[src/rtl/store_buffer_pkg.sv]
// Shared types for the CPU-side store buffer: scalar aliases, controller
// state encoding and the FIFO entry layout {word address, data}.
package common;

   typedef logic        u1;
   typedef logic [31:0] u32;

   typedef enum logic [1:0] {
      IDLE    = 2'd0,
      RD_REQ  = 2'd1,
      RD_WAIT = 2'd2
   } sb_state_t;

   typedef struct packed {
      logic [29:0] addr;
      logic [31:0] data;
   } sb_entry_t;

   localparam int SB_ENTRY_W = $bits(sb_entry_t);

endpackage

[src/rtl/store_buffer_fifo.sv]
// sb_fifo: circular store storage with head/tail pointers and an occupancy count.
// The caller never pushes when full nor pops when empty.
module sb_fifo #(
   parameter int  DEPTH = 4,
   parameter int  EW    = 62,
   localparam int PW    = $clog2(DEPTH),
   localparam int CW    = PW + 1
) (
   input  logic                      clk,
   input  logic                      reset,
   input  logic                      push,
   input  logic [EW-1:0]             push_data,
   input  logic                      pop,
   output logic [EW-1:0]             head_data,
   output logic                      full,
   output logic                      empty,
   output logic [CW-1:0]             count,
   output logic [PW-1:0]             head_ptr,
   output logic [DEPTH-1:0][EW-1:0]  entries
);

   logic [DEPTH-1:0][EW-1:0] mem_q, mem_d;
   logic [PW-1:0]            head_q, head_d, tail_q, tail_d;
   logic [CW-1:0]            count_q, count_d;

   always_comb begin
      mem_d   = mem_q;
      head_d  = head_q;
      tail_d  = tail_q;
      count_d = count_q;
      if (push) begin
         mem_d[tail_q] = push_data;
         tail_d        = tail_q + 1'b1;
      end
      if (pop)
         head_d = head_q + 1'b1;
      case ({push, pop})
         2'b10:   count_d = count_q + 1'b1;
         2'b01:   count_d = count_q - 1'b1;
         default: count_d = count_q;
      endcase
   end

   always_ff @(posedge clk or negedge reset) begin
      if (!reset) begin
         mem_q   <= '0;
         head_q  <= '0;
         tail_q  <= '0;
         count_q <= '0;
      end else begin
         mem_q   <= mem_d;
         head_q  <= head_d;
         tail_q  <= tail_d;
         count_q <= count_d;
      end
   end

   assign head_data = mem_q[head_q];
   assign full      = (count_q == CW'(DEPTH));
   assign empty     = (count_q == '0);
   assign count     = count_q;
   assign head_ptr  = head_q;
   assign entries   = mem_q;

endmodule

[src/rtl/store_buffer.sv]
// Posted-write buffer between the CPU data port and data memory; loads wait for
// the buffer to drain. Define STORE_BUF_FWD_EN for youngest-match load forwarding.
module store_buffer
   import common::*;
#(
   parameter int DEPTH = 4
) (
   input  logic        clk,
   input  logic        reset,
   input  logic        memwrite,
   input  logic        memread,
   input  logic [31:0] dataaddr,
   input  logic [31:0] writedata,
   output logic [31:0] readdata,
   output logic        stall,
   output logic        mem_valid,
   output logic        mem_we,
   output logic [31:0] mem_addr,
   output logic [31:0] mem_wdata,
   input  logic        mem_ready,
   input  logic [31:0] mem_rdata,
   input  logic        mem_rvalid
);

   localparam int PW = $clog2(DEPTH);
   localparam int CW = PW + 1;

   sb_state_t   state_q, state_d;
   logic [29:0] rd_addr_q, rd_addr_d;

   logic                             push, pop, full, empty;
   logic [SB_ENTRY_W-1:0]            push_data, head_data;
   logic [CW-1:0]                    count;
   logic [PW-1:0]                    head_ptr;
   logic [DEPTH-1:0][SB_ENTRY_W-1:0] entries;
   sb_entry_t                        head_e;
   logic                             fwd_hit;
   logic [31:0]                      fwd_data;

   assign push_data = {dataaddr[31:2], writedata};
   assign head_e    = head_data;

   sb_fifo #(.DEPTH(DEPTH), .EW(SB_ENTRY_W)) u_fifo (
      .clk       (clk),
      .reset     (reset),
      .push      (push),
      .push_data (push_data),
      .pop       (pop),
      .head_data (head_data),
      .full      (full),
      .empty     (empty),
      .count     (count),
      .head_ptr  (head_ptr),
      .entries   (entries)
   );

`ifdef STORE_BUF_FWD_EN
   // Walk oldest to youngest so the last hit is the youngest store to that word.
   always_comb begin
      sb_entry_t     e;
      logic [PW-1:0] idx;
      e        = '0;
      idx      = '0;
      fwd_hit  = 1'b0;
      fwd_data = '0;
      for (int i = 0; i < DEPTH; i++) begin
         idx = head_ptr + PW'(i);
         e   = entries[idx];
         if ((CW'(i) < count) && (e.addr == dataaddr[31:2])) begin
            fwd_hit  = 1'b1;
            fwd_data = e.data;
         end
      end
   end
`else
   assign fwd_hit  = 1'b0;
   assign fwd_data = '0;
   logic unused_fwd;
   assign unused_fwd = ^{entries, head_ptr, count};
`endif

   logic unused_lsb;
   assign unused_lsb = ^dataaddr[1:0];

   always_comb begin
      state_d   = state_q;
      rd_addr_d = rd_addr_q;
      stall     = 1'b0;
      push      = 1'b0;
      readdata  = '0;
      case (state_q)
         IDLE: begin
            if (memwrite) begin
               // No full-bypass: a same-cycle drain does not free a slot for this store.
               stall = full;
               push  = !full;
            end else if (memread) begin
               if (fwd_hit) begin
                  readdata = fwd_data;
               end else begin
                  stall = 1'b1;
                  if (empty) begin
                     state_d   = RD_REQ;
                     rd_addr_d = dataaddr[31:2];
                  end
               end
            end
         end
         RD_REQ: begin
            stall = 1'b1;
            if (mem_ready)
               state_d = RD_WAIT;
         end
         RD_WAIT: begin
            if (mem_rvalid) begin
               readdata = mem_rdata;
               state_d  = IDLE;
            end else begin
               stall = 1'b1;
            end
         end
         default: state_d = IDLE;
      endcase
   end

   // Memory port depends only on registered state so CPU inputs never reach it.
   always_comb begin
      mem_valid = 1'b0;
      mem_we    = 1'b0;
      mem_addr  = '0;
      mem_wdata = '0;
      if (state_q == IDLE && !empty) begin
         mem_valid = 1'b1;
         mem_we    = 1'b1;
         mem_addr  = {head_e.addr, 2'b00};
         mem_wdata = head_e.data;
      end else if (state_q == RD_REQ) begin
         mem_valid = 1'b1;
         mem_addr  = {rd_addr_q, 2'b00};
      end
   end

   assign pop = mem_valid & mem_we & mem_ready;

   always_ff @(posedge clk or negedge reset) begin
      if (!reset) begin
         state_q   <= IDLE;
         rd_addr_q <= '0;
      end else begin
         state_q   <= state_d;
         rd_addr_q <= rd_addr_d;
      end
   end

endmodule

[config.mk]
export PLATFORM = sky130hd
export DESIGN_NAME = store_buffer
export DESIGN_NICKNAME = d
export VERILOG_FILES = /design/src/rtl/store_buffer_pkg.sv /design/src/rtl/store_buffer_fifo.sv /design/src/rtl/store_buffer.sv
export SDC_FILE = /design/constraint.sdc
export NUM_CORES = 1
export LEC_CHECK = 0
export BUFFER_PORTS_ARGS = -buffer_cell sky130_fd_sc_hd__buf_2
export CAP_MARGIN = 20
export CORE_MARGIN = 3
export CORE_UTILIZATION = 45
export DETAILED_ROUTE_END_ITERATION = 8
export GPL_TIMING_DRIVEN = 0
export PLACE_DENSITY = 0.62
export SETUP_SLACK_MARGIN = 0.5
export SLEW_MARGIN = 20
export SYNTH_ARGS = -nofsm -noshare
export SYNTH_HDL_FRONTEND = slang
export SYNTH_HIERARCHICAL = 1
export SYNTH_SLANG_ARGS = --single-unit
export TNS_END_PERCENT = 5
[constraint.sdc]
create_clock -name clk -period 3.03 [get_ports clk]
set_clock_uncertainty 0.15 [all_clocks]
set_input_delay 0.909 -clock clk [delete_from_list [all_inputs] [get_ports clk]]
set_output_delay 0.909 -clock clk [all_outputs]
set_load 0.02 [all_outputs]
## After elaboration in Yosys (flattened, before gate mapping)

Cells that the tools add are included.

| word-level totals | value |
|---|---|
| word-level logic and storage cells | 64 |
| flip-flop bits (word level) | 287 |
| input bits | 102 |

| cells by class | value |
|---|---|
| add/sub/neg operators | 4 |
| bitwise gates (word level) | 3 |
| equality and inequality tests | 10 |
| reduce and logical (&&, ||, !) cells | 9 |
| mux-type cells | 26 |
| order comparisons | 3 |

Operators with widths:

| operator | number |
|---|---|
| 248-bit bitwise mux | 1 |
| 32-bit 2-to-1 mux | 5 |
| 62-bit binary-select mux with 2-bit select | 1 |
| 62-bit demux with 2-bit select | 1 |
| 62-bit 2-to-1 mux | 2 |
| 2-bit 2-to-1 mux | 5 |
| 2-bit inequality test (second input constant) | 5 |
| 1-bit 2-to-1 mux | 8 |
| 2-bit by 3-bit less-than comparator with 1-bit output (second input constant) | 2 |
| 2-bit case mux with 3 select lines | 1 |
| 3-bit case mux with 2 select lines | 1 |
| 5-bit AND reduction | 1 |
| 2-bit by 1-bit adder with 2-bit output (second input constant) | 2 |
| 2-bit by 1-bit == test with 1-bit output (second input constant) | 2 |
| 2-bit == test (second input constant) | 2 |
| 4-bit AND reduction | 1 |
| 3-bit by 1-bit adder with 3-bit output (second input constant) | 1 |
| 3-bit == test (second input constant) | 1 |
| 3-bit logical NOT | 1 |
| 1-bit case mux with 3 select lines | 1 |
| 3-bit by 1-bit subtractor with 3-bit output (second input constant) | 1 |
| 1-bit bitwise AND | 2 |
| 2-bit by 1-bit >= comparator with 1-bit output (second input constant) | 1 |
| 1-bit logical AND | 2 |
| 4 further kinds | 5 |

## Depth between registers and ports, before layout

Gate-level depths: netlist of the first run.

| depth | value |
|---|---|
| depth after elaboration | 8 |
| mapped depth | 11 |

## Cells and area by module

The synthesis of the first run kept the hierarchy.

By module, submodules not included:

| module | times used | cells each | area an instance (um^2) |
|---|---|---|---|
| sb_fifo | 1 | 633 | 12170.4 |
| store_buffer | 1 | 191 | 2160.8 |

## Worst setup path before layout of the first run

Ideal clock, no wire load.

| path | value |
|---|---|
| path kind | input -> output |
| start point | input mem_rvalid |
| end point | output readdata[0] |
| data required time | 1.971 ns |
| stages on the path | 3 |
| arrival | 1.567 ns |
| path slack | 0.404 ns |
| path buffers | 1 |
| cells stage by stage | and3b_1 clkbuf_1 and2_1 |

| on the way | value |
|---|---|
| word-level cells in the longest chain between the ends | 2 |

RTL lines:

| item | line | RTL |
|---|---|---|
| from (decl) | store_buffer.sv:22 | `input logic mem_rvalid` |
| 32-bit 2-to-1 mux | store_buffer.sv:115 | `if (mem_rvalid) begin` |
| 32-bit 2-to-1 mux | - |  |
| to (decl) | store_buffer.sv:14 | `output logic [31:0] readdata,` |

Every way passes these cells.

## Final worst setup path of the first run

| path | value |
|---|---|
| start point | register u_fifo.head_q[0] (netlist: u_fifo/head_ptr[0]) |
| end point | output mem_addr[11] |

| on the way | value |
|---|---|
| word-level cells in the longest chain between the ends | 3 |

RTL lines:

| item | line | RTL |
|---|---|---|
| from (decl) | store_buffer_fifo.sv:23 | `logic [PW-1:0] head_q, head_d, tail_q, tail_d;` |
| from (signal assigned) | store_buffer_fifo.sv:47 | `head_q <= '0;` |
| from (signal assigned) | store_buffer_fifo.sv:52 | `head_q <= head_d;` |
| 62-bit binary-select mux with 2-bit select | store_buffer_fifo.sv:58 | `assign head_data = mem_q[head_q];` |
| 62-bit 2-to-1 mux (not written as such) | store_buffer_fifo.sv:58 |  |
| net head_data[41] | store_buffer.sv:32 | `logic [SB_ENTRY_W-1:0] push_data, head_data;` |
| 32-bit 2-to-1 mux | store_buffer.sv:132 | `if (state_q == IDLE && !empty) begin` |
| to (decl) | store_buffer.sv:18 | `output logic [31:0] mem_addr,` |

The timed path passes the listed nets, and every way through them passes these cells. The select of a mux whose other input is x is not followed.

==> reports/results.tsv, run 1 <==
metric	value	unit
run status	complete, but fails checks	
failing checks	setup timing	
dpl hpwl	20700	µm
VDD IR-drop max	596	µV
dpl cell area	0.0159	mm²
initial antenna violation count	5	
Yosys top cell area share	50.1	%
Net Switching	7.39	mW
Cell Area, Synth	0.0143	mm²
top cell type by total area after synthesis	dfrtp_1	
Worst-path clk slew	0.06	ns
Max Slew Vio Count	0	
Pint	15.1	mW
commonest non-fill, non-tap cell in the layout	dfrtp_1	
CP max FO	9	
clock tree buffer depth	3	
layout cell share with drive strength beyond 1	66.0	%
routed vias	7830	
period utilization	107	%
Die Area	0.0340	mm²
Seq pwr share	30.7	%
Clock power frac	16.5	%
Worst Hold Class	primary input to async pin	
dpl cells	1420	
Max Freq	307	MHz
hold_buf cts	0	
Finished Cell Area	0.0176	mm²
number of synthesized flops with an enable pin	0	
# diodes	0	
Startpoint Class	register	
core area	0.0310	mm²
vias in the first global route	8719	
fin worst setup slack	-0.227	ns
GRT Residual Overflow	0	
pwr/cell area	1270	mW/mm²
first-pass GRT wire length	51900	µm
Worst-Margin Slew	0.629	ns
Seq/Total Area, Yosys	50.1	%
IO Count	201	
clock sink total	287	
combinational cell fraction of total power	52.8	%
final antenna-violating net count	0	
# rows	64	
total power	22.5	mW
I/O Buffers	196	
Leak Pwr	8.85	nW
DRC errors left	0	
DR vias/cell	5.28	
CP Class	register to output port	
Clock Latency Late Sink	0.54	ns
Routed WL	32800	µm
area growth from synthesis to layout	23.0	%
ys async rst share	100	%
RSZ-0062 raised after global routing	true	
FF+latch count, synth	287	
die height	184	µm
Max-Cap Viols	0	
most frequent cells in the layout	285 x dfrtp_1, 269 x mux2_4, 145 x buf_2	
Slew headroom	58.1	%
CP Data Arrival Time	2.20	ns
Clock Root Buffer	clkbuf_16	
most common flop cell mapped by yosys	dfrtp_1	
CTS tree	built	
CTS H-Tree Depth	1	
Cell variety after synth	36	
Synth Instances	824	
final core utilization	56.9	%
hold slack	0.180	ns
Final Critical Period	3.26	ns
Area contributors post-synth	dfrtp_1 50%, mux2_4 28%, mux4_2 9.1%	
fillers	2421	
# setup viols final	62	
wire length per cell	22.1	µm
Synth Warn #	6	
drt first pass iters	4	
endpoints failing hold	0	
DRT iter0 DRCs	370	
Mean Syn Cell Area	17.4	µm²
initial core utilization	46.2	%
Switching Fraction	32.9	%
final net count	1174	
CTS buffer count	31	
Non-Filler Instances	1482	
Worst Setup End Kind	output port	
CP required	1.97	ns
largest net degree at the start of global routing	79	
die width	184	µm
RD Place Congestion	0.755	
aggregate global-route resource usage	19.4	%
synthesized netlist by cell type, types with 2 or more instances:
master and instances:
dfrtp_1 287, mux2_4 269, and2_1 65, mux4_2 58, a22o_1 30, buf_6 26, clkbuf_1 11, buf_12 9
mux2_2 9, buf_2 7, inv_1 6, ha_1 5, mux4_1 4, nand2_4 4, xor2_1 4, buf_4 3
a21oi_1 2, buf_1 2, nand2_1 2, nand2b_1 2, nor3_1 2, o21ai_0 2, xnor2_1 2
flip-flops by register name (all words and copies together) (netlist names):
signal,flops
u_fifo/entries,248
rd_addr_q,30
u_fifo/count,3
state_q,2
u_fifo/head_ptr,2
u_fifo/tail_q,2
metal layers:
layer	vias up	share of wire [%]	GRT usage (%)	wire length [µm]
met5	-	0.12	0	38
met4	8	1.4	3.11	469
met3	45	3.7	3.16	1210
met2	138	48	31.7	15700
met1	4154	47	28.1	15300
li1	3485	-	-	-
worst max-delay path, stage by stage, from the launching register on:
cell and delay [ns]:
dfrtp_1 0.37, buf_12 0.18, buf_12 0.16, mux4_2 0.51, a22o_1 0.26, buf_2 0.17
final cells by class:
type | instances | area [µm²] | area share (%)
Sequential cell | 287 | 7180 | 40.8
Multi-Input combinational cell | 474 | 6680 | 37.9
Timing Repair Buffer | 208 | 1550 | 8.78
Clock buffer | 47 | 946 | 5.37
Buffer | 58 | 691 | 3.92
Tap cell | 396 | 495 | 2.81
Clock inverter | 6 | 58.8 | 0.334
Inverter | 6 | 22.5 | 0.128
cell families after synthesis:
family	Yosys count	synth area share, %
AO/OA/AOI/OAI	35	2.03
XOR/XNOR	6	0.367
adder cells (fa/ha/maj)	6	0.576
buffers and inverters	64	4.20
flip-flops	287	50.1
multiplexers	341	38.8
other	1	0.0262
AND/OR/NAND/NOR	84	3.89
power groups by stage:
stage	clock [mW]	combinational [mW]	sequential, mW
after floorplan	0	8.50	6.53
after global placement	0	10.8	6.84
after detailed placement	0	10.9	6.88
after CTS	3.82	11.4	6.87
after global routing	3.96	12.6	7.15
final	3.71	11.9	6.88
path summary, 6_finish.rpt:
path                                startpoint             endpoint  slack, ns  depth (start not counted)
setup / recovery            u_fifo/head_ptr[0]         mem_addr[11]      -0.23                          5
hold / removal                           reset   u_fifo/entries[30]       0.18                          1
setup reg to reg                    state_q[0]      u_fifo/count[2]       0.42                         10
hold reg to reg            u_fifo/entries[225]  u_fifo/entries[225]       0.35                          1
max in group asynchronous                reset    u_fifo/entries[2]       1.42                          3
min in group clk           u_fifo/entries[225]  u_fifo/entries[225]       0.35                          1
stage by stage:
step,TNS (ns),setup slack (ns)
6_report,-9.74,-0.227
2_1_floorplan,0,0.438
3_5_place_dp,-5.70,-0.360
5_1_grt,-14.92,-0.293
3_3_place_gp,-1326.61,-4.64
4_1_cts,-12.92,-0.287
repair_timing:
item	4_1_cts	5_1_grt
cloned	0	2
resized for setup	151	52
buffers inserted	4	3
pin swaps	33	35
setup endpoints to repair	101	99
endpoints found under the hold margin	0	0
Power figures use the tool's default switching activity.
==> inputs of run 2 (changes only) <==
RECOVER_POWER = 25   (was unset)
==> reports/results.tsv, run 2 (synthesized netlist as in run 1, its figures left out) <==
metric	value	unit	change
run status	complete, but fails checks		
failing checks	capacitance limit, slew limit, setup timing		
Clock Root Buffer	clkbuf_16		
Final Critical Period	3.26	ns	unchanged
CP required	1.97	ns	about the same
I/O Buffers	196		unchanged
dpl hpwl	20700	µm	unchanged
Max Freq	307	MHz	unchanged
hold slack	0.354	ns	+0.174 ns
die height	184	µm	unchanged
period utilization	107	%	unchanged
dpl cells	1420		unchanged
Top cell by count, worst path	buf_12		
CP Class	register to output port		
initial antenna violation count	5		unchanged
slowest stage cell, crit path	mux4_2		
clock sink total	287		unchanged
Leak Pwr	8.83	nW	-0.19%
Slew headroom	-30.9	%	-89 points
DRC errors left	0		unchanged
most frequent cells in the layout	285 x dfrtp_1, 269 x mux2_4, 145 x buf_2		
CTS H-Tree Depth	1		unchanged
Worst-Margin Slew	1.96	ns	+1.34 ns
IO Count	201		unchanged
Routed WL	32800	µm	about the same
CTS buffer count	31		unchanged
pre-CTS WS	-0.360	ns	unchanged
final antenna-violating net count	0		unchanged
final core utilization	56.7	%	-0.14 points
Die Area	0.0340	mm²	unchanged
core area	0.0310	mm²	unchanged
initial core utilization	46.2	%	unchanged
CP Data Arrival Time	2.20	ns	about the same
# setup viols final	62		unchanged
layout cell share with drive strength beyond 1	66.0	%	unchanged
Startpoint Class	register		
critical path's largest stage delay	0.51	ns	about the same
Worst-path clk slew	0.06	ns	about the same
vias in the first global route	8719		unchanged
Max Slew Vio Count	78		+78
CTS tree	built		
wire length per cell	22.1	µm	about the same
die width	184	µm	unchanged
Worst Path Buf+Inv	3		unchanged
CP max FO	9		unchanged
final net count	1174		unchanged
commonest non-fill, non-tap cell in the layout	dfrtp_1		
critical-path cell list	buf_12 -> buf_12 -> mux4_2 -> a22o_1 -> buf_2		
fin worst setup slack	-0.227	ns	unchanged
area growth from synthesis to layout	22.7	%	
CP top delay family	buffers and inverters		
clock tree buffer depth	3		unchanged
endpoints failing hold	0		unchanged
total power	22.4	mW	about the same
routed vias	7830		unchanged
RSZ-0062 raised after global routing	true		
Worst Hold Class	register to register		
RD Place Congestion	0.755		unchanged
first-pass GRT wire length	51900	µm	unchanged
Clock Latency Late Sink	0.54	ns	about the same
pwr/cell area	1280	mW/mm²	+0.21%
GRT Residual Overflow	0		unchanged
DRT iter0 DRCs	371		+0.27%
Max-Cap Viols	1		+1
Non-Filler Instances	1482		unchanged
VDD IR-drop max	596	µV	about the same
# rows	64		unchanged
# diodes	0		unchanged
DR vias/cell	5.28		unchanged
drt first pass iters	4		unchanged
largest net degree at the start of global routing	79		unchanged
aggregate global-route resource usage	19.4	%	unchanged
Worst Setup End Kind	output port		
Largest register FFs	248		unchanged
==> run 2: worst reg2reg max path, cell delays in order, from the launching register on <==
cell and delay [ns]:
dfrtp_2 0.46, nor3_2 0.24, clkbuf_8 0.24, clkbuf_16 0.19, and2_2 0.20, ha_1 0.19
inv_1 0.06, fa_1 0.38, xor2_1 0.15, nor2_1 0.11, xor2_1 0.16
==> run 2: final cells by class <==
class,count,area [µm²]
clock inverter,6,58.8
timing repair buffer,208,1510
fill,2425,13400
tap,396,495
clock buffer,47,946
inverter,6,22.5
buffer,58,691
sequential,287,7180
multi-input combinational,474,6680
==> run 2: what timing repair did <==
item | 4_1_cts | 5_1_grt
buffers inserted | 4 | 3
gates resized for setup | 151 | 52
setup endpoints to repair | 101 | 99
cloned | 0 | 2
hold buffers | 0 | 0
pin swaps | 33 | 35
==> run 2: layer usage <==
metal	up-vias	GRT usage (%)	share of wire, %
met3	45	3.16	3.7
met1	4154	28.1	47
met5	-	0	0.12
li1	3485	-	-
met4	8	3.11	1.4
met2	138	31.7	48
==> run 2: final timing paths <==
check,start,end,slack (ns),cells past startpoint
hold / removal,u_fifo/entries[225],u_fifo/entries[225],0.35,1
max in group asynchronous,reset,u_fifo/entries[2],0.17,3
setup / recovery,u_fifo/head_ptr[0],mem_addr[11],-0.23,5
min in group asynchronous,reset,u_fifo/entries[30],0.74,1
setup reg to reg,state_q[0],u_fifo/count[2],0.42,10
hold reg to reg,u_fifo/entries[225],u_fifo/entries[225],0.35,1
==> run 2: stage by stage <==
step / setup TNS [ns] / cell area (µm²)
after floorplan: 0 / 14400
final: -9.74 / 17600
after global placement: -1326.61 / 15900
after global routing: -28.72 / 17600
after CTS: -12.92 / 17400
after detailed placement: -5.70 / 15900
==> run 2: report_power, final <==
group / internal [mW] / switching, mW / leakage, nW
registers: 5.81 / 1.08 / 3.43
logic: 7.04 / 4.80 / 4.91
clock network: 2.21 / 1.50 / 0.501
total: 15.1 / 7.38 / 8.83
